### src/rtl/mcu_pkg.sv
// Shared types and constants for the multi-cycle MIPS control unit.
// The j instruction path exists only when MCU_JUMP_EN is defined.
package mcu_pkg;

  localparam int OPCODE_W = 6;
  localparam int ALUOP_W  = 2;
  localparam int CNT_W    = 16;

  typedef enum logic [3:0] {
    S_FETCH  = 4'd0,
    S_DECODE = 4'd1,
    S_MEMADR = 4'd2,
    S_MEMRD  = 4'd3,
    S_MEMWB  = 4'd4,
    S_MEMWR  = 4'd5,
    S_EXEC   = 4'd6,
    S_ALUWB  = 4'd7,
    S_BRANCH = 4'd8,
    S_ADDIEX = 4'd9,
`ifdef MCU_JUMP_EN
    S_ADDIWB = 4'd10,
    S_JUMP   = 4'd11
`else
    S_ADDIWB = 4'd10
`endif
  } state_t;

  localparam logic [5:0] OP_RTYPE = 6'b000000;
  localparam logic [5:0] OP_LW    = 6'b100011;
  localparam logic [5:0] OP_SW    = 6'b101011;
  localparam logic [5:0] OP_BEQ   = 6'b000100;
  localparam logic [5:0] OP_ADDI  = 6'b001000;
  localparam logic [5:0] OP_J     = 6'b000010;

  localparam logic [1:0] ALU_ADD   = 2'b00;
  localparam logic [1:0] ALU_SUB   = 2'b01;
  localparam logic [1:0] ALU_FUNCT = 2'b10;

  localparam logic [1:0] SRCB_RT    = 2'b00;
  localparam logic [1:0] SRCB_FOUR  = 2'b01;
  localparam logic [1:0] SRCB_IMM   = 2'b10;
  localparam logic [1:0] SRCB_IMMSH = 2'b11;

  localparam logic [1:0] PCS_ALU    = 2'b00;
  localparam logic [1:0] PCS_ALUOUT = 2'b01;
  localparam logic [1:0] PCS_JUMP   = 2'b10;

  typedef struct packed {
    logic       pc_write;
    logic       pc_write_cond;
    logic       i_or_d;
    logic       mem_read;
    logic       mem_write;
    logic       ir_write;
    logic       mem_reg;
    logic       reg_dst;
    logic       reg_write;
    logic       alu_src_a;
    logic [1:0] alu_src_b;
    logic [1:0] alu_op;
    logic [1:0] pc_source;
    logic       illegal;
  } ctrl_t;

endpackage

### src/rtl/mcu_output_decode.sv
// Combinational state -> control-word decode; reset forces the whole word to zero.
// JUMP decoding is present only when MCU_JUMP_EN is defined.
module mcu_output_decode
  import mcu_pkg::*;
(
  input  logic   reset_i,
  input  state_t state_i,
  input  logic   mem_ready_i,
  input  logic   illegal_i,
  output ctrl_t  ctrl_o
);

  always_comb begin
    ctrl_o = '0;
    if (!reset_i) begin
      case (state_i)
        S_FETCH: begin
          ctrl_o.mem_read  = 1'b1;
          ctrl_o.alu_src_b = SRCB_FOUR;
          ctrl_o.alu_op    = ALU_ADD;
          ctrl_o.pc_source = PCS_ALU;
          // IR and PC advance only on the cycle memory actually returns the word
          ctrl_o.ir_write  = mem_ready_i;
          ctrl_o.pc_write  = mem_ready_i;
        end
        S_DECODE: begin
          ctrl_o.alu_src_b = SRCB_IMMSH;
          ctrl_o.illegal   = illegal_i;
        end
        S_MEMADR, S_ADDIEX: begin
          ctrl_o.alu_src_a = 1'b1;
          ctrl_o.alu_src_b = SRCB_IMM;
        end
        S_MEMRD: begin
          ctrl_o.mem_read = 1'b1;
          ctrl_o.i_or_d   = 1'b1;
        end
        S_MEMWB: begin
          ctrl_o.reg_write = 1'b1;
          ctrl_o.mem_reg   = 1'b1;
        end
        S_MEMWR: begin
          ctrl_o.mem_write = 1'b1;
          ctrl_o.i_or_d    = 1'b1;
        end
        S_EXEC: begin
          ctrl_o.alu_src_a = 1'b1;
          ctrl_o.alu_src_b = SRCB_RT;
          ctrl_o.alu_op    = ALU_FUNCT;
        end
        S_ALUWB: begin
          ctrl_o.reg_write = 1'b1;
          ctrl_o.reg_dst   = 1'b1;
        end
        S_BRANCH: begin
          ctrl_o.alu_src_a     = 1'b1;
          ctrl_o.alu_src_b     = SRCB_RT;
          ctrl_o.alu_op        = ALU_SUB;
          ctrl_o.pc_write_cond = 1'b1;
          ctrl_o.pc_source     = PCS_ALUOUT;
        end
        S_ADDIWB: ctrl_o.reg_write = 1'b1;
`ifdef MCU_JUMP_EN
        S_JUMP: begin
          ctrl_o.pc_write  = 1'b1;
          ctrl_o.pc_source = PCS_JUMP;
        end
`endif
        default: ctrl_o = '0;
      endcase
    end
  end

endmodule

### src/rtl/multicycle_control_unit.sv
// Multi-cycle MIPS control FSM with memory wait states, illegal-opcode pulse and retire counter.
// Define MCU_JUMP_EN to support the j instruction; otherwise j decodes as illegal.
module multicycle_control_unit
  import mcu_pkg::*;
#(
  parameter int OPCODE_W = 6,
  parameter int ALUOP_W  = 2,
  parameter int CNT_W    = 16
) (
  input  logic                clk,
  input  logic                reset,
  input  logic [OPCODE_W-1:0] Instruction,
  input  logic                MemReady,
  output logic                PCWrite,
  output logic                PCWriteCond,
  output logic                IorD,
  output logic                MemRead,
  output logic                MemWrite,
  output logic                IRWrite,
  output logic                MemReg,
  output logic                RegDst,
  output logic                RegWrite,
  output logic                ALUSrcA,
  output logic [1:0]          ALUSrcB,
  output logic [ALUOP_W-1:0]  ALUOp,
  output logic [1:0]          PCSource,
  output logic                Illegal,
  output logic [CNT_W-1:0]    InstrCount
);

  state_t            state_q, state_d;
  logic [CNT_W-1:0]  count_q, count_d;
  logic              is_sw_q, is_sw_d;
  logic              retire;
  logic              illegal_op;
  ctrl_t             ctrl;

  always_comb begin
    state_d    = S_FETCH;
    retire     = 1'b0;
    illegal_op = 1'b0;
    case (state_q)
      S_FETCH:  state_d = MemReady ? S_DECODE : S_FETCH;
      S_DECODE: begin
        case (Instruction)
          OP_LW, OP_SW: state_d = S_MEMADR;
          OP_RTYPE:     state_d = S_EXEC;
          OP_BEQ:       state_d = S_BRANCH;
          OP_ADDI:      state_d = S_ADDIEX;
`ifdef MCU_JUMP_EN
          OP_J:         state_d = S_JUMP;
`endif
          default:      illegal_op = 1'b1;
        endcase
      end
      // load/store choice comes from the opcode latched in DECODE, not the live input
      S_MEMADR: state_d = is_sw_q ? S_MEMWR : S_MEMRD;
      S_MEMRD:  state_d = MemReady ? S_MEMWB : S_MEMRD;
      S_MEMWB:  retire = 1'b1;
      S_MEMWR: begin
        if (MemReady) retire = 1'b1;
        else          state_d = S_MEMWR;
      end
      S_EXEC:   state_d = S_ALUWB;
      S_ALUWB:  retire = 1'b1;
      S_BRANCH: retire = 1'b1;
      S_ADDIEX: state_d = S_ADDIWB;
      S_ADDIWB: retire = 1'b1;
`ifdef MCU_JUMP_EN
      S_JUMP:   retire = 1'b1;
`endif
      default:  state_d = S_FETCH;
    endcase
  end

  assign is_sw_d = (state_q == S_DECODE) ? (Instruction == OP_SW) : is_sw_q;
  assign count_d = retire ? count_q + CNT_W'(1) : count_q;

  always_ff @(posedge clk or posedge reset) begin
    if (reset) begin
      state_q <= S_FETCH;
      count_q <= '0;
      is_sw_q <= 1'b0;
    end else begin
      state_q <= state_d;
      count_q <= count_d;
      is_sw_q <= is_sw_d;
    end
  end

  mcu_output_decode u_decode (
    .reset_i     (reset),
    .state_i     (state_q),
    .mem_ready_i (MemReady),
    .illegal_i   (illegal_op),
    .ctrl_o      (ctrl)
  );

  assign PCWrite     = ctrl.pc_write;
  assign PCWriteCond = ctrl.pc_write_cond;
  assign IorD        = ctrl.i_or_d;
  assign MemRead     = ctrl.mem_read;
  assign MemWrite    = ctrl.mem_write;
  assign IRWrite     = ctrl.ir_write;
  assign MemReg      = ctrl.mem_reg;
  assign RegDst      = ctrl.reg_dst;
  assign RegWrite    = ctrl.reg_write;
  assign ALUSrcA     = ctrl.alu_src_a;
  assign ALUSrcB     = ctrl.alu_src_b;
  assign ALUOp       = ALUOP_W'(ctrl.alu_op);
  assign PCSource    = ctrl.pc_source;
  assign Illegal     = ctrl.illegal;
  assign InstrCount  = count_q;

endmodule

### config.mk
export PLATFORM = sky130hd
export DESIGN_NAME = multicycle_control_unit
export DESIGN_NICKNAME = d
export VERILOG_FILES = /design/src/rtl/mcu_pkg.sv /design/src/rtl/mcu_output_decode.sv /design/src/rtl/multicycle_control_unit.sv
export SDC_FILE = /design/constraint.sdc
export NUM_CORES = 1
export LEC_CHECK = 0
export BUFFER_PORTS_ARGS = -buffer_cell sky130_fd_sc_hd__buf_2
export CAP_MARGIN = 40
export CORE_MARGIN = 4
export CORE_UTILIZATION = 40
export CTS_CLUSTER_SIZE = 28
export DETAILED_ROUTE_END_ITERATION = 8
export GPL_ROUTABILITY_DRIVEN = 0
export PLACE_DENSITY = 0.68
export SLEW_MARGIN = 20
export SYNTH_ARGS = -nofsm -noshare
export SYNTH_HDL_FRONTEND = slang
export SYNTH_SLANG_ARGS = --single-unit
### constraint.sdc
create_clock -name clk -period 1.65 [get_ports clk]
set_clock_uncertainty 0.05 [all_clocks]
set_input_delay 0.165 -clock clk [delete_from_list [all_inputs] [get_ports clk]]
set_output_delay 0.165 -clock clk [all_outputs]
set_load 0.02 [all_outputs]
==> results.yml, run 1 <==
status:
  status: "complete, but fails checks"
  failed_checks: "negative setup slack"
sta:
  fin_hold_ws_ns: 0.0393
  min_period_ns: 1.78
  rsz0062_at_grt: "yes"
  maxSlewViolCount: 0
  fin_crit_sh: 1.08
  setup_slack_ns: -0.129
  max_freq_ghz: 0.562
  report.final.setup_viol: 17
  hold_viol: 0
critical_path:
  r2r_start: "state_q[3]"
  path_max_fanout: 5
  max_stage_delay_ns: 0.46
  cp-start-kind: "flop"
  reg2reg_depth: 6
  crit_arrival_ns: 1.56
  crit_top_cell: "buf_6"
  end_kind: "output port"
  critPathRequiredTime_ns: 1.43
  crit_type: "flop to output port"
  path_cells: "buf_6 -> nor4_4 -> and3b_2 -> buf_6"
  critPathSlowestCell: "dfrtp_2"
  ff2ff_setup_slack_ns: -0.04
  r2r_end: "state_q[0]"
drt:
  drt_iter0_markers: 63
  wl_per_cell_um: 13.9
  drtPass1Iterations: 4
  drc: 0
  vias: 1196
  drtAntennaViolNets: 0
  wirelength_um: 3300
  post_drt_via_cell_ratio: 5.03
layout:
  fin_area_mm2: 0.00185
  layout_commonest_cell: "buf_2"
  layout-drive-gt1-share: 0.428
  regArea_um2: 528
  n_antenna_cell: 0
  multi_input_area_um2: 776
  nFillCells: 282
  fin_nets: 205
  area_growth_pct: 42.1
  final-instance-count-excl-fill: 238
  mostFrequentLayoutCells: "buf_2 (29), buf_4 (23), dfrtp_1 (19), xnor2_1 (15), buf_6 (9)"
die:
  die-area_mm2: 0.00422
  initial_utilization: 0.422
  rows: 20
  core-area_mm2: 0.00308
  io_pins: 42
  die-height_um: 65.0
  die_x_um: 65.0
clock_tree:
  clk_pin_slew_ns: 0.13
  clkSinkCount: 21
  tritoncts: "done"
  numCtsBuffers: 3
  clk_path_buf_depth: 2
  clockRootBuffer: "clkbuf_4"
  clk-insertion-delay-late_ns: 0.31
  h-tree-depth: 1
global_route:
  antenna_found_initial: 0
  grt_max_degree: 22
  grt_pass1_wl_um: 5620
  grt_overflow: 0
  grt_pass1_vias: 1222
  grtUsageTotal: 0.166
synthesis:
  synth-async-reset-ratio: 1.00
  ys_ff_latch: 21
  syn_inst: 138
  synth_edf_count: 0
  synth_top_family_by_area: "simple AND/OR/NAND/NOR gates"
  synth_area_mm2: 0.00130
  ys.flop_type: "dfrtp_1"
  ys_seq_area_frac: 0.405
  synth.avg_cell_area_um2: 9.41
  synth_compound_area_frac: 0.0915
  synth_fa_ha_area_frac: 0.00963
  synthSimpleGateAreaFrac: 0.305
  yosysUniqueCellTypes: 39
  synthMuxAreaShare: 0.0164
  yosys_warnings: 0
  syn-num-nets: 148
  synth_xor_area_frac: 0.115
flow_run:
  cap_violations: 0
placed_design:
  portBuffers: 40
  placed_area_mm2: 0.00163
  dp_hpwl_um: 2380
  placedCellCount: 224
worst_hold_path:
  hold_depth: 2
  worstHoldStart: "Instruction[3]"
  min_to: "state_q[2]"
  hold_class: "primary input to flop"
power_and_ir_drop:
  p_total_mw: 2.23
  ir_drop_mv: 1.03
  p_per_area_mw_per_mm2: 1210
  p_leak_nw: 0.852
final cells by class:
| type | instances | share of cell area |
|---|---|---|
| multi-input cells | 104 | 0.420 |
| flip-flops and latches | 21 | 0.286 |
| repair buffers | 63 | 0.243 |
| well taps | 44 | 0.0298 |
| clock buffers | 3 | 0.0122 |
| clock inverters | 1 | 0.00407 |
| inverters | 2 | 0.00407 |
how the worst max path moves through the flow:
stage          startpoint            end  slack, ns  cells past startpoint
2_1_floorplan  state_q[1]        PCWrite      -0.10                      3
3_3_place_gp   state_q[3]  InstrCount[1]        0.1                      4
3_5_place_dp   state_q[3]     state_q[0]       0.05                      5
4_1_cts        state_q[1]        IRWrite      -0.15                      4
5_1_grt        state_q[1]        IRWrite      -0.21                      4
6_report       state_q[1]        IRWrite      -0.13                      4
power breakdown:
part | leakage (nW) | internal [mW] | switching [mW]
clock network | 0.0139 | 0.0926 | 0.170
registers | 0.282 | 0.592 | 0.0913
logic | 0.555 | 0.615 | 0.667
total | 0.852 | 1.30 | 0.928
synthesized netlist by cell type (2+ instances only):
cell / instances / area [µm²]
dfrtp_1: 21 / 526
xnor2_1: 15 / 131
nand2_1: 8 / 30.0
nand3_1: 8 / 40.0
nor2_1: 8 / 30.0
clkbuf_1: 6 / 22.5
nand4_1: 6 / 37.5
nor3_1: 6 / 30.0
nand2b_1: 5 / 31.3
nor4_1: 5 / 31.3
o21ai_0: 5 / 25.0
and3_1: 4 / 25.0
buf_4: 4 / 30.0
a21oi_1: 3 / 15.0
nand3b_1: 3 / 22.5
and2_1: 2 / 12.5
inv_1: 2 / 7.51
nor2b_1: 2 / 12.5
nor3b_1: 2 / 15.0
o22a_1: 2 / 17.5
o22ai_1: 2 / 12.5
xor2_1: 2 / 17.5
critical path: cells and delay by family, from the launching register on:
| family | cells | cell delay, ns |
|---|---|---|
| buffers and inverters | 2 | 0.26 |
| flip-flops | 1 | 0.46 |
| AND/OR/NAND/NOR | 2 | 0.52 |
layer usage:
metal,share of wire,GRT usage,routed length (µm)
met1,0.42,0.198,1370
met2,0.53,0.315,1770
met3,0.043,0.0139,142
met4,0.0051,0.0396,17
met5,0,0,0
cells by family (layout without fill, tap and decap cells):
| kind of cell | Yosys count | count (layout) |
|---|---|---|
| AOI/OAI and AO/OA | 16 | 16 |
| xor gates and xnor gates | 17 | 17 |
| adders and majority gates | 1 | 1 |
| buffers and inverters | 13 | 69 |
| DFF | 21 | 21 |
| muxes | 2 | 2 |
| other | 1 | 1 |
| and+or+nand+nor | 67 | 67 |
what timing repair did:
item | CTS | global route
resized for setup | 24 | 6
pin swaps | 4 | 4
setup buffers | 9 | 1
endpoints found under the hold margin | 21 | 0
hold buffers | 1 | 0
setup endpoints to repair | 15 | 27
metrics by stage:
stage	utilization	setup TNS (ns)	setup WS, ns
2_1_floorplan	-	-0.104	-0.104
3_3_place_gp	0.529	0	0.0978
3_5_place_dp	0.529	0	0.0546
4_1_cts	0.591	-1.18	-0.154
5_1_grt	0.600	-2.81	-0.212
6_report	0.600	-1.07	-0.129
sequential cells by signal, indices dropped and copies added (netlist names):
name / flops
InstrCount: 16
state_q: 4
is_sw_q: 1
(Power assumes the default switching activity.)
==> inputs of run 2 (changes only) <==
Settings changed: BUFFER_PORTS_ARGS -buffer_cell sky130_fd_sc_hd__buf_2 to -buffer_cell sky130_fd_sc_hd__buf_4.
==> results.yml, run 2 (synthesis results as in run 1) <==
clock_tree:
  numCtsBuffers: 3
  tritoncts: "done"
  clk_path_buf_depth: 2
  clockRootBuffer: "clkbuf_4"
  clk_pin_slew_ns: 0.12
  h-tree-depth: 1
  clk-insertion-delay-late_ns: 0.31
  clkSinkCount: 21
power_and_ir_drop:
  internal_power_mw: 1.44
  switching_power_mw: 1.01
  p_per_area_mw_per_mm2: 1170
  pwr-share-comb: 0.623
  ir_drop_mv: 0.833
  power.share.clock: 0.102
  p_leak_nw: 0.946
  power_frac_seq: 0.275
  swShare: 0.413
layout:
  largest_register_ffs: 16
  n_antenna_cell: 0
  nFillCells: 243
  layout-drive-gt1-share: 0.512
  layout_commonest_cell: "buf_4"
  mostFrequentLayoutCells: "buf_4 (55), dfrtp_1 (20), buf_6 (15), xnor2_1 (12)"
  area_growth_pct: 61.8
  fin_nets: 214
  fin_area_mm2: 0.00210
drt:
  drtPass1Iterations: 4
  wirelength_um: 3660
  vias: 1293
  drtAntennaViolNets: 0
  drc: 0
  wl_per_cell_um: 14.8
  drt_iter0_markers: 121
  post_drt_via_cell_ratio: 5.23
sta:
  min_period_ns: 1.75
  hold_viol: 0
  tns_ns: -0.663
  fin_crit_sh: 1.06
  max_freq_ghz: 0.570
  rsz0062_at_grt: "yes"
  setup_slack_ns: -0.104
  maxSlewViolCount: 0
  report.final.setup_viol: 13
  fin_hold_ws_ns: 0.0374
global_route:
  antenna_found_initial: 0
  grt_pass1_vias: 1251
  grtUsageTotal: 0.167
  grt_overflow: 0
  grt_pass1_wl_um: 5660
  grt_max_degree: 22
placed_design:
  pre_cts_slack_ns: 0.0559
  placed_area_mm2: 0.00172
  dp_hpwl_um: 2340
  portBuffers: 40
critical_path:
  path_cells: "buf_6 -> buf_6 -> nand3b_1 -> nor3_2 -> buf_4"
  path_max_fanout: 4
  cp-start-kind: "flop"
  critPathRequiredTime_ns: 1.43
  crit_type: "flop to output port"
  max_stage_delay_ns: 0.41
  crit_top_cell: "buf_6"
  crit_arrival_ns: 1.54
  critPathSlowestCell: "dfrtp_1"
  end_kind: "output port"
die:
  io_pins: 42
  die_x_um: 65.0
  die-area_mm2: 0.00422
  rows: 20
  core-area_mm2: 0.00308
  initial_utilization: 0.422
  die-height_um: 65.0
flow_run:
  cap_violations: 0
worst_hold_path:
  hold_class: "primary input to flop"
status:
  status: "complete, but fails checks"
  failed_checks: "negative setup slack"
[run 2: final timing paths]
kind                                      from        endpoint  slack (ns)  cells past startpoint
worst min-delay path            Instruction[3]      state_q[2]        0.04                      2
worst min register to register  InstrCount[15]  InstrCount[15]        0.43                      1
max in group asynchronous                reset      state_q[2]        0.82                      4
worst max-delay path                state_q[3]        MemWrite       -0.10                      5
min in group asynchronous                reset      state_q[3]        0.48                      4
worst max register to register      state_q[1]   InstrCount[1]       -0.02                      5
[run 2: worst max-delay path: cells and delay by family (launching register included)]
family | cells | cell delay [ns]
buffers and inverters | 3 | 0.41
flip-flops | 1 | 0.41
AND/OR/NAND/NOR | 2 | 0.40
[run 2: routing by layer]
| layer | wire length, µm | track usage | vias up |
|---|---|---|---|
| met3 | 178 | 0.0156 | 7 |
| met2 | 1930 | 0.308 | 47 |
| li1 | - | - | 623 |
| met4 | 59 | 0.0528 | 0 |
| met1 | 1490 | 0.203 | 616 |
| met5 | 0 | 0 | - |
[run 2: what timing repair did]
item,4_1_cts,5_1_grt
setup endpoints to repair,16,23
hold buffers,1,0
pin swaps,4,18
endpoints found under the hold margin,21,0
resized for setup,17,25
buffers inserted,13,6
[run 2: cell type report]
class | count | area (µm²) | share of cell area
tap | 44 | 55.1 | 0.0262
timing repair buffer | 72 | 612 | 0.291
inverter | 2 | 7.51 | 0.00357
sequential | 21 | 527 | 0.251
multi-input combinational | 104 | 875 | 0.416
clock buffer | 4 | 26.3 | 0.0125
[run 2: stage by stage]
| step | std cells | power (mW) | util |
|---|---|---|---|
| 6_report | 247 | 2.46 | 0.683 |
| 5_1_grt | 247 | 2.59 | 0.683 |
| 4_1_cts | 241 | 2.26 | 0.628 |
| 3_5_place_dp | 224 | 1.73 | 0.557 |
| 3_3_place_gp | 224 | 1.71 | 0.557 |
| 2_1_floorplan | 138 | 1.36 | - |
[run 2: power groups by stage]
stage | logic, mW | clock network (mW) | registers, mW
3_3_place_gp | 1.03 | 0 | 0.680
6_report | 1.53 | 0.250 | 0.675
4_1_cts | 1.33 | 0.258 | 0.673
2_1_floorplan | 0.620 | 0 | 0.741
3_5_place_dp | 1.05 | 0 | 0.682
5_1_grt | 1.63 | 0.279 | 0.687
==> inputs of run 3 (changes only) <==
Settings changed: PLACE_DENSITY 0.68 to 0.67, SYNTH_HIERARCHICAL from default to 1.
==> results.yml, run 3 <==
status:
  failed_checks: "negative setup slack"
  status: "complete, but fails checks"
critical_path:
  path_cells: "or4b_4 -> a21oi_4 -> and4b_2 -> buf_6"
  critPathSlowestCell: "or4b_4"
  cp_num_buf_inv: 1
  path_delay_family: "simple AND/OR/NAND/NOR gates"
  path_max_fanout: 4
  max_stage_delay_ns: 0.56
  crit_arrival_ns: 1.81
  end_kind: "output port"
  crit_type: "flop to output port"
  cp-start-kind: "flop"
  critPathRequiredTime_ns: 1.43
  reg2reg_depth: 6
  cp.depth: 4
synthesis:
  ys_seq_area_frac: 0.362
  yosys_warnings: 6
  syn-num-nets: 159
  synth.avg_cell_area_um2: 9.73
  syn_inst: 149
  synth.most_common_cell: "dfrtp_1"
  yosysUniqueCellTypes: 43
  synth-async-reset-ratio: 1.00
  synth_area_leaders: "dfrtp_1 (36%), xor2_1 (8.5%), buf_6 (3.9%)"
  synth_area_mm2: 0.00145
  yosys.area.top_type: "dfrtp_1"
  ys_ff_latch: 21
  ys.flop_type: "dfrtp_1"
  synth_edf_count: 0
  netlist_top_cells_count: "dfrtp_1 (21), xor2_1 (14), nand2_1 (9)"
  synth_top_area_frac: 0.362
die:
  io_pins: 42
  initial_utilization: 0.425
  die-area_mm2: 0.00465
  rows: 21
  die_x_um: 68.2
  die-height_um: 68.2
  core-area_mm2: 0.00342
sta:
  max_freq_ghz: 0.494
  fin_crit_sh: 1.23
  tightest_slew_ns: 0.522
  rsz0062_at_grt: "yes"
  min_period_ns: 2.03
  report.final.setup_viol: 32
  setup_slack_ns: -0.376
  slew_headroom: 0.648
  fin_hold_ws_ns: 0.0951
  hold_viol: 0
  maxSlewViolCount: 0
layout:
  fin_area_mm2: 0.00224
  nFillCells: 267
  final_core_util: 0.656
  largest_register_ffs: 16
  mostFrequentLayoutCells: "buf_4 (66), dfrtp_1 (19), xor2_1 (14), nand2_1 (9), nand3_1 (7)"
  layout-drive-gt1-share: 0.535
  n_antenna_cell: 0
  fin_nets: 226
  area_growth_pct: 54.6
  layout_commonest_cell: "buf_4"
drt:
  vias: 1407
  drc: 0
  wirelength_um: 3930
  wl_per_cell_um: 15.0
  drtAntennaViolNets: 0
  drt_iter0_markers: 48
  drtPass1Iterations: 4
  post_drt_via_cell_ratio: 5.39
clock_tree:
  clockRootBuffer: "clkbuf_4"
  clk_pin_slew_ns: 0.12
  clkSinkCount: 21
  tritoncts: "done"
  numCtsBuffers: 3
  clk_path_buf_depth: 2
  clk-insertion-delay-late_ns: 0.31
  h-tree-depth: 1
power_and_ir_drop:
  power.share.clock: 0.097
  ir_drop_mv: 0.835
  power_frac_seq: 0.270
  switching_power_mw: 1.07
  pwr-share-comb: 0.633
  internal_power_mw: 1.53
  swShare: 0.410
  p_leak_nw: 1.08
  p_per_area_mw_per_mm2: 1160
  p_total_mw: 2.60
placed_design:
  placed_area_mm2: 0.00193
  dp_hpwl_um: 2720
  pre_cts_slack_ns: -0.0691
  portBuffers: 40
flow_run:
  cap_violations: 0
worst_hold_path:
  hold_class: "primary input to flop"
  hold_depth: 3
global_route:
  grt_pass1_vias: 1422
  grt_pass1_wl_um: 6330
  antenna_found_initial: 0
  grt_overflow: 0
  grtUsageTotal: 0.179
  grt_max_degree: 17
-- run 3: changes by cell type in the layout (fill, tap and decap cells not counted), sizes merged, moves of 3 or more --
cell and delta:
xnor2 -12, nor4b +3, inv +3, xor2 +12
nor4 +4, a21oi +3, or3b +3, nand4 -3
-- run 3: worst paths after layout --
| check | startpoint | endpoint | slack (ns) |
|---|---|---|---|
| worst min-delay path | Instruction[3] | state_q[0] | 0.1 |
| worst min register to register | InstrCount[15] | InstrCount[15] | 0.43 |
| max in group asynchronous | reset | InstrCount[13] | 0.71 |
| worst max-delay path | state_q[3] | Illegal | -0.38 |
| worst max register to register | state_q[1] | InstrCount[1] | -0.25 |
| min in group asynchronous | reset | state_q[0] | 0.37 |
-- run 3: power groups by stage --
| stage | registers, mW | clock network [mW] | logic [mW] |
|---|---|---|---|
| floorplan | 0.734 | 0 | 0.791 |
| global placement | 0.708 | 0 | 1.22 |
| detailed placement | 0.718 | 0 | 1.26 |
| CTS | 0.696 | 0.263 | 1.53 |
| global route | 0.715 | 0.283 | 1.76 |
| finish | 0.702 | 0.252 | 1.65 |
-- run 3: worst min-delay path, cell delays in order --
cell and delay [ns]:
buf_4 0.11, nand3_1 0.08, o21ai_0 0.08
-- run 3: logic make-up after synthesis --
kind of cell,synth area share
mux,0.0173
buf+inv,0.0871
xor+xnor,0.103
compound gates,0.0872
simple gates,0.332
other cells,0.00259
flops,0.362
fa+ha+maj,0.00863
-- run 3: final cells by class --
class / count / area [µm²] / area share
multi-input cells: 110 / 993 / 0.443
repair buffers: 75 / 617 / 0.275
flip-flops and latches: 21 / 528 / 0.235
well taps: 46 / 57.6 / 0.0257
clock buffers: 3 / 22.5 / 0.0100
inverters: 5 / 18.8 / 0.00837
clock inverters: 1 / 5.00 / 0.00223
-- run 3: stage by stage --
stage                     setup TNS [ns]  std cells
after floorplan                   -0.326        149
after global placement           -0.0932        246
after detailed placement          -0.169        246
after CTS                          -5.91        260
after global routing               -7.88        261
final                              -5.51        261
-- run 3: timing repair --
action / in CTS / in global routing
hold buffers: 2 / 0
endpoints found under the setup margin: 22 / 36
cloned: 1 / 0
hold endpoints to repair: 6 / 0
buffers inserted: 7 / 1
pin swaps: 4 / 2
resized for setup: 21 / 17
-- run 3: metal layers --
metal  global-route usage  routed length (µm)
met5                    0                   0
met4               0.0695                  97
met3               0.0411                 209
met2                0.314                2100
met1                0.209                1520
